**config.mk**
```make
export PLATFORM = sky130hd
export DESIGN_NAME = led_mode_ctrl
export DESIGN_NICKNAME = d
export VERILOG_FILES = /design/src/rtl/led_ctrl_pkg.sv /design/src/rtl/led_mode_ctrl_press_classifier.sv /design/src/rtl/led_mode_ctrl.sv
export SDC_FILE = /design/constraint.sdc
export NUM_CORES = 1
export LEC_CHECK = 0
export ABC_AREA = 1
export CAP_MARGIN = 15
export CORE_ASPECT_RATIO = 1.4
export CORE_UTILIZATION = 42
export CTS_BUF_LIST = sky130_fd_sc_hd__clkbuf_16
export DETAILED_ROUTE_END_ITERATION = 12
export GPL_ROUTABILITY_DRIVEN = 0
export PLACE_DENSITY_LB_ADDON = 0.15
export SYNTH_ARGS = -nofsm -noshare
export SYNTH_HDL_FRONTEND = slang
export SYNTH_HIERARCHICAL = 1
export SYNTH_SLANG_ARGS = --single-unit
export TNS_END_PERCENT = 5
```
**constraint.sdc**
```tcl
create_clock -name clk -period 2.4 [get_ports clk]
set_input_delay 0.72 -clock clk [delete_from_list [all_inputs] [get_ports clk]]
set_output_delay 0.72 -clock clk [all_outputs]
set_load 0.1 [all_outputs]
```
**src/rtl/led_ctrl_pkg.sv**
```systemverilog
// ---------------------------------------------------------------------------
// led_ctrl_pkg
// Shared types and constants for the LED mode controller.
//   mode_e        : LED modes, encoded as seen on the 2-bit mode output
//   press_state_e : states of the press classifier
//   DIM_DUTY      : PWM on-steps out of 16 in dimmed ON mode (LED_DIM_EN)
// ---------------------------------------------------------------------------
package led_ctrl_pkg;

  typedef enum logic [1:0] {
    MODE_OFF        = 2'd0,
    MODE_ON         = 2'd1,
    MODE_BLINK_SLOW = 2'd2,
    MODE_BLINK_FAST = 2'd3
  } mode_e;

  typedef enum logic [1:0] {
    P_IDLE      = 2'd0,
    P_PRESSED   = 2'd1,
    P_LONG_HELD = 2'd2
  } press_state_e;

  localparam int unsigned DIM_DUTY = 4;
  localparam int unsigned PWM_W    = 4;

  function automatic int unsigned max_u(input int unsigned a, input int unsigned b);
    return (a > b) ? a : b;
  endfunction

endpackage

```
**src/rtl/led_mode_ctrl_press_classifier.sv**
```systemverilog
// ---------------------------------------------------------------------------
// press_classifier
// Turns the debounced button level into one-cycle short/long press pulses.
// A press starts on a 0->1 edge of btn_level. Holding it until the hold
// counter reaches LONG_CYCLES-1 yields press_long (and nothing on release);
// releasing earlier yields press_short.
// Ports:
//   clk, rst     : clock, synchronous active-high reset
//   btn_level    : debounced button level, 1 = pressed
//   press_short  : one-cycle pulse per short press (registered)
//   press_long   : one-cycle pulse per long press (registered)
//   state_dbg    : current classifier state, for observation only
// ---------------------------------------------------------------------------
module press_classifier
  import led_ctrl_pkg::*;
#(
  parameter int unsigned LONG_CYCLES = 62_500_000
) (
  input  logic         clk,
  input  logic         rst,
  input  logic         btn_level,
  output logic         press_short,
  output logic         press_long,
  output press_state_e state_dbg
);

  localparam int unsigned HOLD_W = $clog2(LONG_CYCLES + 1);
  localparam logic [HOLD_W-1:0] HOLD_MAX  = HOLD_W'(LONG_CYCLES);
  localparam logic [HOLD_W-1:0] HOLD_LAST = HOLD_W'(LONG_CYCLES - 1);

  press_state_e      state_q, state_d;
  logic [HOLD_W-1:0] hold_q, hold_d, hold_inc;
  logic              btn_q;
  logic              short_q, short_d;
  logic              long_q, long_d;

  // Saturating increment so a very long hold can never wrap back into range.
  assign hold_inc = (hold_q == HOLD_MAX) ? hold_q : hold_q + HOLD_W'(1);

  always_comb begin
    state_d = state_q;
    hold_d  = hold_q;
    short_d = 1'b0;
    long_d  = 1'b0;
    case (state_q)
      P_IDLE: begin
        if (btn_level && !btn_q) begin
          state_d = P_PRESSED;
          hold_d  = '0;
        end
      end
      P_PRESSED: begin
        if (btn_level) begin
          hold_d = hold_inc;
          if (hold_inc == HOLD_LAST) begin
            long_d  = 1'b1;
            state_d = P_LONG_HELD;
          end
        end else begin
          short_d = 1'b1;
          state_d = P_IDLE;
        end
      end
      P_LONG_HELD: begin
        if (btn_level) begin
          hold_d = hold_inc;
        end else begin
          state_d = P_IDLE;
        end
      end
      default: state_d = P_IDLE;
    endcase
  end

  // btn_q resets high so a button held through reset is not seen as a press.
  always_ff @(posedge clk) begin
    if (rst) begin
      state_q <= P_IDLE;
      hold_q  <= '0;
      btn_q   <= 1'b1;
      short_q <= 1'b0;
      long_q  <= 1'b0;
    end else begin
      state_q <= state_d;
      hold_q  <= hold_d;
      btn_q   <= btn_level;
      short_q <= short_d;
      long_q  <= long_d;
    end
  end

  assign press_short = short_q;
  assign press_long  = long_q;
  assign state_dbg   = state_q;

endmodule

```
**src/rtl/led_mode_ctrl.sv**
```systemverilog
// ---------------------------------------------------------------------------
// led_mode_ctrl
// Steps the board LED through OFF, ON, BLINK_SLOW, BLINK_FAST from a single
// debounced button. Short press advances the mode (wrapping 3 -> 0); long
// press returns to OFF. Entering a blink mode starts with the LED lit and a
// fresh half-period.
// Optional build macro LED_DIM_EN: ON mode drives a 16-step PWM at
// DIM_DUTY/16 duty instead of a constant 1.
// Ports:
//   clk, rst     : clock, synchronous active-high reset
//   btn_level    : debounced button level, 1 = pressed
//   led          : LED drive (registered)
//   mode         : current mode 0..3 (registered)
//   press_short  : one-cycle pulse per short press
//   press_long   : one-cycle pulse per long press
// Handshake: none; btn_level is a level sampled every cycle, pulses are
// single-cycle strobes with no back-pressure.
// ---------------------------------------------------------------------------
module led_mode_ctrl
  import led_ctrl_pkg::*;
#(
  parameter int unsigned LONG_CYCLES = 62_500_000,
  parameter int unsigned SLOW_HALF   = 25_000_000,
  parameter int unsigned FAST_HALF   = 6_250_000
) (
  input  logic       clk,
  input  logic       rst,
  input  logic       btn_level,
  output logic       led,
  output logic [1:0] mode,
  output logic       press_short,
  output logic       press_long
);

  // Wide enough for the larger of the two half-periods, never zero width.
  localparam int unsigned BLINK_W =
    max_u(1, $clog2(max_u(SLOW_HALF, FAST_HALF)));
  localparam logic [BLINK_W-1:0] SLOW_LAST = BLINK_W'(SLOW_HALF - 1);
  localparam logic [BLINK_W-1:0] FAST_LAST = BLINK_W'(FAST_HALF - 1);

  press_state_e       press_state;
  mode_e              mode_q, mode_d;
  logic               led_q, led_d;
  logic [BLINK_W-1:0] blink_q, blink_d, half_last;
  logic               mode_chg;

  press_classifier #(
    .LONG_CYCLES (LONG_CYCLES)
  ) u_press (
    .clk         (clk),
    .rst         (rst),
    .btn_level   (btn_level),
    .press_short (press_short),
    .press_long  (press_long),
    .state_dbg   (press_state)
  );

`ifdef LED_DIM_EN
  logic [PWM_W-1:0] pwm_q, pwm_d;
`endif

  always_comb begin
    mode_d = mode_q;
    if (press_short) begin
      mode_d = mode_e'(mode_q + 2'd1);
    end else if (press_long) begin
      mode_d = MODE_OFF;
    end
    mode_chg  = (mode_d != mode_q);
    half_last = (mode_q == MODE_BLINK_FAST) ? FAST_LAST : SLOW_LAST;

    blink_d = '0;
    led_d   = 1'b0;
`ifdef LED_DIM_EN
    pwm_d   = '0;
`endif
    case (mode_d)
      MODE_OFF: led_d = 1'b0;
      MODE_ON: begin
`ifdef LED_DIM_EN
        // PWM restarts at step 0 on entry, then free-runs.
        pwm_d = mode_chg ? '0 : pwm_q + PWM_W'(1);
        led_d = (pwm_d < PWM_W'(DIM_DUTY));
`else
        led_d = 1'b1;
`endif
      end
      default: begin
        if (mode_chg) begin
          blink_d = '0;
          led_d   = 1'b1;
        end else if (blink_q == half_last) begin
          blink_d = '0;
          led_d   = ~led_q;
        end else begin
          blink_d = blink_q + BLINK_W'(1);
          led_d   = led_q;
        end
      end
    endcase
  end

  always_ff @(posedge clk) begin
    if (rst) begin
      mode_q  <= MODE_OFF;
      led_q   <= 1'b0;
      blink_q <= '0;
`ifdef LED_DIM_EN
      pwm_q   <= '0;
`endif
    end else begin
      mode_q  <= mode_d;
      led_q   <= led_d;
      blink_q <= blink_d;
`ifdef LED_DIM_EN
      pwm_q   <= pwm_d;
`endif
    end
  end

  assign led  = led_q;
  assign mode = mode_q;

endmodule
```
==> results.json, run 1 <==
{
  "tns_ns": 0,
  "rrSetupSlack_ns": 0.29,
  "startpoint_type": "register",
  "syn_area_sq_um": 4030,
  "hpwlAfterDp_um": 8060,
  "yosysSeqAreaShare_pct": 29.3,
  "final_common_cell": "nand2_1",
  "tritoncts": "yes",
  "synth_nets": 655,
  "area_growth_pct": 13.5,
  "slew_headroom_pct": 72.1,
  "crit_path_end_kind": "register",
  "mostFrequentLayoutCells": "nand2_1 (216), nor2_1 (100), inv_1 (76)",
  "fin_crit_sh_pct": 88.1,
  "grt_overflow": 0,
  "initial_core_util_pct": 43.9,
  "fin_skew_ns": 0.00643,
  "vdd_ir_drop_max_uv": 325,
  "core_area_sq_um": 9180,
  "min_path_cells": 1,
  "postCtsSetupBuffers": 0,
  "fmax_mhz": 473,
  "yosys_warnings": 6,
  "post_drt_wl_per_cell_um": 13.5,
  "p_per_area_nw_per_um2": 537,
  "rows": 41,
  "yosys.cell_types.count": 33,
  "synth_top_area_cell": "dfxtp_1",
  "synth_area_leaders": "dfxtp_1 (29%), nand2_1 (20%), nor2_1 (9.5%)",
  "grt_max_degree": 29,
  "slew_viol_final": 0,
  "fin_crit_ns": 2.11,
  "die_x_um": 84.8,
  "hold_slack_ns": 0.458,
  "clk_pin_slew_ns": 0.05,
  "synth_top_area_share_pct": 29.3,
  "tightest_slew_ns": 0.418,
  "vias_per_cell": 5.03,
  "critPathMaxFanout": 6,
  "finalHoldViolations": 0,
  "nNetsFinal": 674,
  "drt-initial-drc-count": 163,
  "r2r_cells": 13,
  "diodes": 0,
  "die_area_sq_um": 10000,
  "cp.arrival_ns": 2.35,
  "netlist_instances": 645,
  "ant_nets": 0,
  "syn_area_per_cell_sq_um": 6.25,
  "cts-root-buf": "clkbuf_16",
  "htree_levels": 3,
  "portBuffers": 7,
  "nFillCells": 954,
  "critPathRequiredTime_ns": 2.63,
  "antenna_found_initial": 0,
  "drive_above_1_share_pct": 13.6,
  "cts_sinks": 59,
  "ys_ff_latch": 59,
  "outcome": "complete, no violations",
  "drc_errors": 0,
  "grt_use_total_pct": 22.4,
  "place_inst": 760,
  "die_height_um": 118,
  "grt_pass1_vias": 3764,
  "hold_path.class": "reg2reg",
  "clk_latency_ns": 0.33,
  "setup_violations": 0,
  "fin_cells": 776,
  "cellLeakagePower_nw": 1.75,
  "numCtsBuffers": 9,
  "rsz0062_at_grt": "false",
  "grt_pass1_wl_um": 17300,
  "cts_max_path_buffers": 2,
  "drt_first_pass_iters": 6,
  "drv_cap": 0,
  "num_vias": 3901,
  "routed_wl_um": 10500,
  "ioPinCount": 8,
  "worstSetupPathType": "reg2reg"
}
## through the flow
step / cell area (sq um) / power (mW) / utilization [%] / setup WS [ns]
floorplan: 4030 / 1.10 / - / 0.360
global placement: 4270 / 1.13 / 46.5 / 0.227
detailed placement: 4270 / 1.14 / 46.5 / 0.195
CTS: 4570 / 2.50 / 49.8 / 0.303
global route: 4580 / 2.56 / 49.8 / 0.0200
finish: 4580 / 2.46 / 49.8 / 0.285
## cell families (layout without fill, tap and decap cells)
group | Yosys count | after routing | share of synthesized area, %
AOI/OAI and AO/OA | 37 | 37 | 5.15
xor gates and xnor gates | 23 | 23 | 5.37
adders and majority gates | 7 | 7 | 2.17
buffers and inverters | 90 | 114 | 8.81
DFF | 59 | 59 | 29.3
and+or+nand+nor | 429 | 429 | 49.2
## synthesized netlist by cell type
| cell type | number |
|---|---|
| nand2_1 | 216 |
| nor2_1 | 102 |
| inv_1 | 75 |
| dfxtp_1 | 59 |
| nand3_1 | 44 |
| a21oi_1 | 27 |
| xor2_1 | 15 |
| nor2_4 | 14 |
| nor2_2 | 13 |
| nand2_2 | 12 |
| nand4_1 | 12 |
| ha_1 | 7 |
| inv_2 | 6 |
| xnor2_1 | 6 |
| clkbuf_1 | 5 |
| a22oi_1 | 3 |
| nand2_4 | 3 |
| nand3_2 | 3 |
| nand3_4 | 3 |
| nand3b_1 | 3 |
| buf_2 | 2 |
| buf_6 | 2 |
| o21ai_1 | 2 |
| o21bai_1 | 2 |
| a21oi_2 | 1 |
| and2_1 | 1 |
| nor2_8 | 1 |
| nor3_1 | 1 |
| nor3_2 | 1 |
| o21ai_0 | 1 |
| o21bai_2 | 1 |
| xnor2_2 | 1 |
| xor2_2 | 1 |
## worst paths after layout
check | from | to
worst max-delay path | u_press/hold_q[1] | u_press/state_dbg[0]
worst min-delay path | blink_q[0] | blink_q[0]
worst max register to register | u_press/hold_q[1] | u_press/state_dbg[0]
worst min register to register | blink_q[0] | blink_q[0]
## worst max-delay path: stages, from the launching register on
cell and delay, ns:
dfxtp_1 0.41, ha_1 0.26, nand3_4 0.12, nor2_4 0.20
xor2_1 0.25, nand3_1 0.12, nor2_2 0.14, nand3_1 0.10
nor2_1 0.10, nand2_1 0.07, nand2_2 0.07, nand3_1 0.06
nand2_1 0.07, nor2_1 0.04
## state kept, by name, summed over array words and instances, names as in the netlist
name,flops
u_press/btn_q,1
u_press/press_long,1
u_press/state_dbg,2
mode,2
u_press/hold_q,26
led,1
u_press/press_short,1
blink_q,25
## where the power goes
part / switching (mW) / internal, mW
clock network: 0.449 / 0.894
registers: 0.00621 / 0.988
logic: 0.0857 / 0.0346
## per-layer routing
layer | track usage (%) | part of all wire (%)
met5 | 0 | 0
met4 | 12.7 | 4.8
met3 | 4.00 | 3.3
met2 | 42.9 | 55
met1 | 22.0 | 37
## area by class of cell
cell class | instances | area [sq um] | area share (%)
clock buffers | 9 | 225 | 4.92
clock inverters | 7 | 83.8 | 1.83
inverters | 81 | 304 | 6.64
multi-input cells | 496 | 2500 | 54.7
flip-flops and latches | 59 | 1180 | 25.8
well taps | 107 | 134 | 2.93
repair buffers | 17 | 145 | 3.17
## what timing repair did
item,CTS,global route
setup endpoints to repair,0,1
resized for setup,0,1
hold buffers,0,0
Power figures use the tool's default switching activity.
==> inputs of run 2 (changes only) <==
Settings changed: CORE_MARGIN from default to 5, PLACE_DENSITY_LB_ADDON 0.15 to default.
==> run 2 against run 1 <==
Net effect: critical path type unchanged; cell area is 0.63% lower; cell count is 0.39% higher; sequential share of layout area is 0.16 points higher.
==> results.json, run 2 (synthesis results as in run 1) <==
{
  "nFillCells": 959,
  "p_per_area_nw_per_um2": 524,
  "finalHoldViolations": 0,
  "routed_wl_um": 10300,
  "startpoint_type": "register",
  "vias_per_cell": 5.07,
  "critPathMaxFanout": 6,
  "fin_cells": 779,
  "reg_top3": "u_press/hold_q (26), blink_q (25)",
  "tns_ns": 0,
  "clk_latency_ns": 0.33,
  "grt_use_total_pct": 18.6,
  "p_total_mw": 2.38,
  "cts-root-buf": "clkbuf_16",
  "core_area_sq_um": 9410,
  "final_common_cell": "nand2_1",
  "ant_nets": 0,
  "mostFrequentLayoutCells": "nand2_1 (216), nor2_1 (102), inv_1 (75)",
  "hold_buffers": 0,
  "cp.arrival_ns": 2.46,
  "outcome": "complete, no violations",
  "clk_pin_slew_ns": 0.05,
  "slew_headroom_pct": 71.2,
  "grt_pass1_vias": 3843,
  "setup_violations": 0,
  "post_drt_wl_per_cell_um": 13.3,
  "fin_crit_sh_pct": 93.0,
  "fmax_mhz": 448,
  "rows": 42,
  "nNetsFinal": 674,
  "worstSetupPathType": "reg2reg",
  "grt_max_degree": 27,
  "largest_reg_flops": 26,
  "hpwlAfterDp_um": 8180,
  "cts_sinks": 59,
  "vdd_ir_drop_max_uv": 316,
  "drc_errors": 0,
  "cellLeakagePower_nw": 1.74,
  "area_growth_pct": 12.8,
  "antenna_found_initial": 0,
  "drt-initial-drc-count": 179,
  "crit_path_end_kind": "register",
  "regMostFlops": "u_press/hold_q",
  "num_vias": 3946,
  "drv_cap": 0,
  "grt_overflow": 0,
  "die_x_um": 92.8,
  "htree_levels": 3,
  "fin_crit_ns": 2.23,
  "portBuffers": 7,
  "cts_max_path_buffers": 2,
  "postCtsSetupBuffers": 0,
  "hold_slack_ns": 0.462,
  "die_area_sq_um": 11700,
  "tritoncts": "yes",
  "hold_path.class": "reg2reg",
  "die_height_um": 126,
  "initial_core_util_pct": 42.9,
  "diodes": 0,
  "slew_viol_final": 0,
  "drt_first_pass_iters": 5,
  "fin_skew_ns": 0.00343,
  "ioPinCount": 8,
  "place_inst": 763,
  "critPathRequiredTime_ns": 2.62,
  "drive_above_1_share_pct": 13.8,
  "tightest_slew_ns": 0.431,
  "grt_pass1_wl_um": 17100,
  "cts-resized-gates": 0,
  "numCtsBuffers": 9,
  "rsz0062_at_grt": "false"
}
## run 2: changes by cell type in the layout (fill, tap and decap cells not counted), moves of 2 or more
| cell | previous run | this run |
|---|---|---|
| nor2_1 | 100 | 102 |
| nor2_2 | 15 | 13 |
| clkinv_2 | 1 | 3 |
| clkinv_1 | 2 | 0 |
## run 2: power breakdown
group | internal, mW | switching (mW)
combinational | 0.0343 | 0.0857
sequential | 0.987 | 0.00681
clock | 0.798 | 0.472
total | 1.82 | 0.564
## run 2: layer usage
layer  GRT usage [%]  routed length (um)
met1            18.3                3900
met2            34.2                5480
met3            3.34                 317
met5               0                   0
met4            13.5                 649
## run 2: worst max-delay path, stage by stage (launching register included)
cell and delay [ns]:
dfxtp_1 0.41, ha_1 0.27, nand3_4 0.13, nor2_4 0.23, nand3_1 0.11, nand2_1 0.09, nand3_1 0.08, nor2_1 0.28
nand2_1 0.10, nor2_1 0.10, nand2_1 0.07, nand2_2 0.07, nand3_1 0.07, nand2_1 0.07, nor2_1 0.04
## run 2: path summary, 6_finish.rpt
kind	from	to	slack, ns	depth (start not counted)
setup / recovery	u_press/hold_q[1]	u_press/state_dbg[0]	0.17	14
hold / removal	blink_q[0]	blink_q[0]	0.46	1
setup reg to reg	u_press/hold_q[1]	u_press/state_dbg[0]	0.17	14
hold reg to reg	blink_q[0]	blink_q[0]	0.46	1
## run 2: area by class of cell
cell class	instances	area, sq um	share of cell area (%)
inverters	81	304	6.69
repair buffers	17	133	2.92
well taps	110	138	3.03
flip-flops and latches	59	1180	26.0
multi-input cells	496	2500	54.9
clock buffers	9	225	4.95
clock inverters	7	68.8	1.51
## run 2: stage by stage
step           utilization [%]  setup WS, ns  area (sq um)
2_1_floorplan                -         0.360          4030
3_3_place_gp              45.2         0.192          4250
3_5_place_dp              45.2         0.157          4250
4_1_cts                   48.4         0.170          4550
5_1_grt                   48.4        0.0686          4550
6_report                  48.4         0.168          4550
==> inputs of run 3 (changes only) <==
Settings changed: RECOVER_POWER from default to 25.
==> run 3 against run 2 <==
Net effect: register-to-register slack about the same; cell count unchanged; hold slack got worse by 0.0022 ns; setup slack improved by 0.010 ns; sequential share of layout area increased by 0.093 points; count of clock-buffer cells in the layout unchanged.
==> results.json, run 3 (synthesis results as in run 1) <==
{
  "outcome": "complete, no violations",
  "tightest_slew_ns": 0.798,
  "fmax_mhz": 450,
  "die_x_um": 92.8,
  "drive_above_1_share_pct": 13.6,
  "grt_overflow": 0,
  "place_area_sq_um": 4250,
  "area_growth_pct": 12.4,
  "regMostFlops": "u_press/hold_q",
  "largest_reg_flops": 26,
  "critPathMaxFanout": 6,
  "mostFrequentLayoutCells": "nand2_1 (216), nor2_1 (102), inv_1 (75)",
  "portBuffers": 7,
  "grt_max_degree": 27,
  "grt_pass1_wl_um": 17100,
  "rsz0062_at_grt": "false",
  "cp.arrival_ns": 2.45,
  "slew_headroom_pct": 46.8,
  "fin_skew_ns": 0.00233,
  "rows": 42,
  "drt-initial-drc-count": 179,
  "grt_pass1_vias": 3843,
  "routed_wl_um": 10400,
  "finalHoldViolations": 0,
  "core_area_sq_um": 9410,
  "tns_ns": 0,
  "crit_chain": "ha_1, nand3_4, nor2_4, nand3_1, nand2_1, nand3_1, nor2_1, nand2_1, nor2_1, nand2_1, nand2_2, nand3_1, nand2_1, nor2_1",
  "ioPinCount": 8,
  "final-seq-area_sq_um": 1180,
  "drc_errors": 0,
  "cpPeakStageDelay_ns": 0.41,
  "critPathRequiredTime_ns": 2.63,
  "startpoint_type": "register",
  "hold_path.class": "reg2reg",
  "p_per_area_nw_per_um2": 527,
  "fin_crit_ns": 2.22,
  "worstSetupPathType": "reg2reg",
  "multiInputGateArea_sq_um": 2490,
  "cpMostUsedCell": "nand2_1",
  "path_buf_inv": 0,
  "nNetsFinal": 674,
  "diodes": 0,
  "postCtsSetupBuffers": 0,
  "die_height_um": 126,
  "vdd_ir_drop_max_uv": 322,
  "hpwlAfterDp_um": 8180,
  "crit_path_top_delay_cell": "dfxtp_1",
  "ant_nets": 0,
  "final_cell_area_sq_um": 4530,
  "tritoncts": "yes",
  "clk_latency_ns": 0.33,
  "cellLeakagePower_nw": 1.73,
  "reg_top3": "u_press/hold_q (26), blink_q (25)",
  "antenna_found_initial": 0,
  "drt_first_pass_iters": 7,
  "cts-root-buf": "clkbuf_16",
  "die_area_sq_um": 11700,
  "setup_violations": 0,
  "hold_buffers": 0,
  "htree_levels": 3,
  "fin_crit_sh_pct": 92.6,
  "clk_pin_slew_ns": 0.05,
  "numCtsBuffers": 9,
  "cts_max_path_buffers": 2,
  "grt_use_total_pct": 18.6,
  "initial_core_util_pct": 42.9,
  "cts_sinks": 59,
  "drv_cap": 0,
  "nFillCells": 960,
  "vias_per_cell": 5.04,
  "crit_path_end_kind": "register",
  "cts-resized-gates": 0,
  "final_common_cell": "nand2_1",
  "post_drt_wl_per_cell_um": 13.3,
  "slew_viol_final": 0,
  "num_vias": 3927,
  "crit_family": "simple AND/OR/NAND/NOR gates"
}
-- run 3: report_power, final --
part	internal (mW)	switching [mW]
registers	0.987	0.00685
clock network	0.798	0.477
logic	0.0326	0.0856
total	1.82	0.569
-- run 3: per-layer routing --
| metal | global-route usage (%) | vias to the layer above | routed length (um) |
|---|---|---|---|
| li1 | - | 2032 | - |
| met1 | 18.3 | 1756 | 3890 |
| met2 | 34.2 | 91 | 5500 |
| met3 | 3.34 | 48 | 322 |
| met4 | 13.5 | 0 | 638 |
| met5 | 0 | - | 0 |
-- run 3: stage by stage --
stage                     utilization, %  std cells  hold WS [ns]  setup WS [ns]  total power [mW]
after global placement              45.2        763         0.442          0.192              1.13
after detailed placement            45.2        763         0.458          0.157              1.14
final                               48.2        779         0.460          0.178              2.39
after floorplan                        -        645         0.429          0.360              1.10
after CTS                           48.4        779         0.470          0.170              2.42
after global routing                48.2        779         0.482         0.0636              2.48
-- run 3: worst register-to-register path, cell delays in order, from the launching register on --
cell and delay [ns]:
dfxtp_1 0.41, ha_1 0.27, nand3_4 0.13, nor2_4 0.23
nand3_1 0.10, nand2_1 0.09, nand3_1 0.08, nor2_1 0.29
nand2_1 0.10, nor2_1 0.10, nand2_1 0.07, nand2_2 0.07
nand3_1 0.07, nand2_1 0.07, nor2_1 0.04
-- run 3: path summary, 6_finish.rpt --
kind | from | to | slack [ns] | cells past startpoint
worst max-delay path | u_press/hold_q[1] | u_press/state_dbg[0] | 0.18 | 14
worst min-delay path | blink_q[0] | blink_q[0] | 0.46 | 1
worst max register to register | u_press/hold_q[1] | u_press/state_dbg[0] | 0.18 | 14
worst min register to register | blink_q[0] | blink_q[0] | 0.46 | 1
-- run 3: layout make-up --
type	instances	share of cell area, %
clock buffer	9	4.97
sequential	59	26.1
tap	110	3.04
clock inverter	7	1.52
inverter	81	6.71
multi-input combinational	496	55.0
timing repair buffer	17	2.73
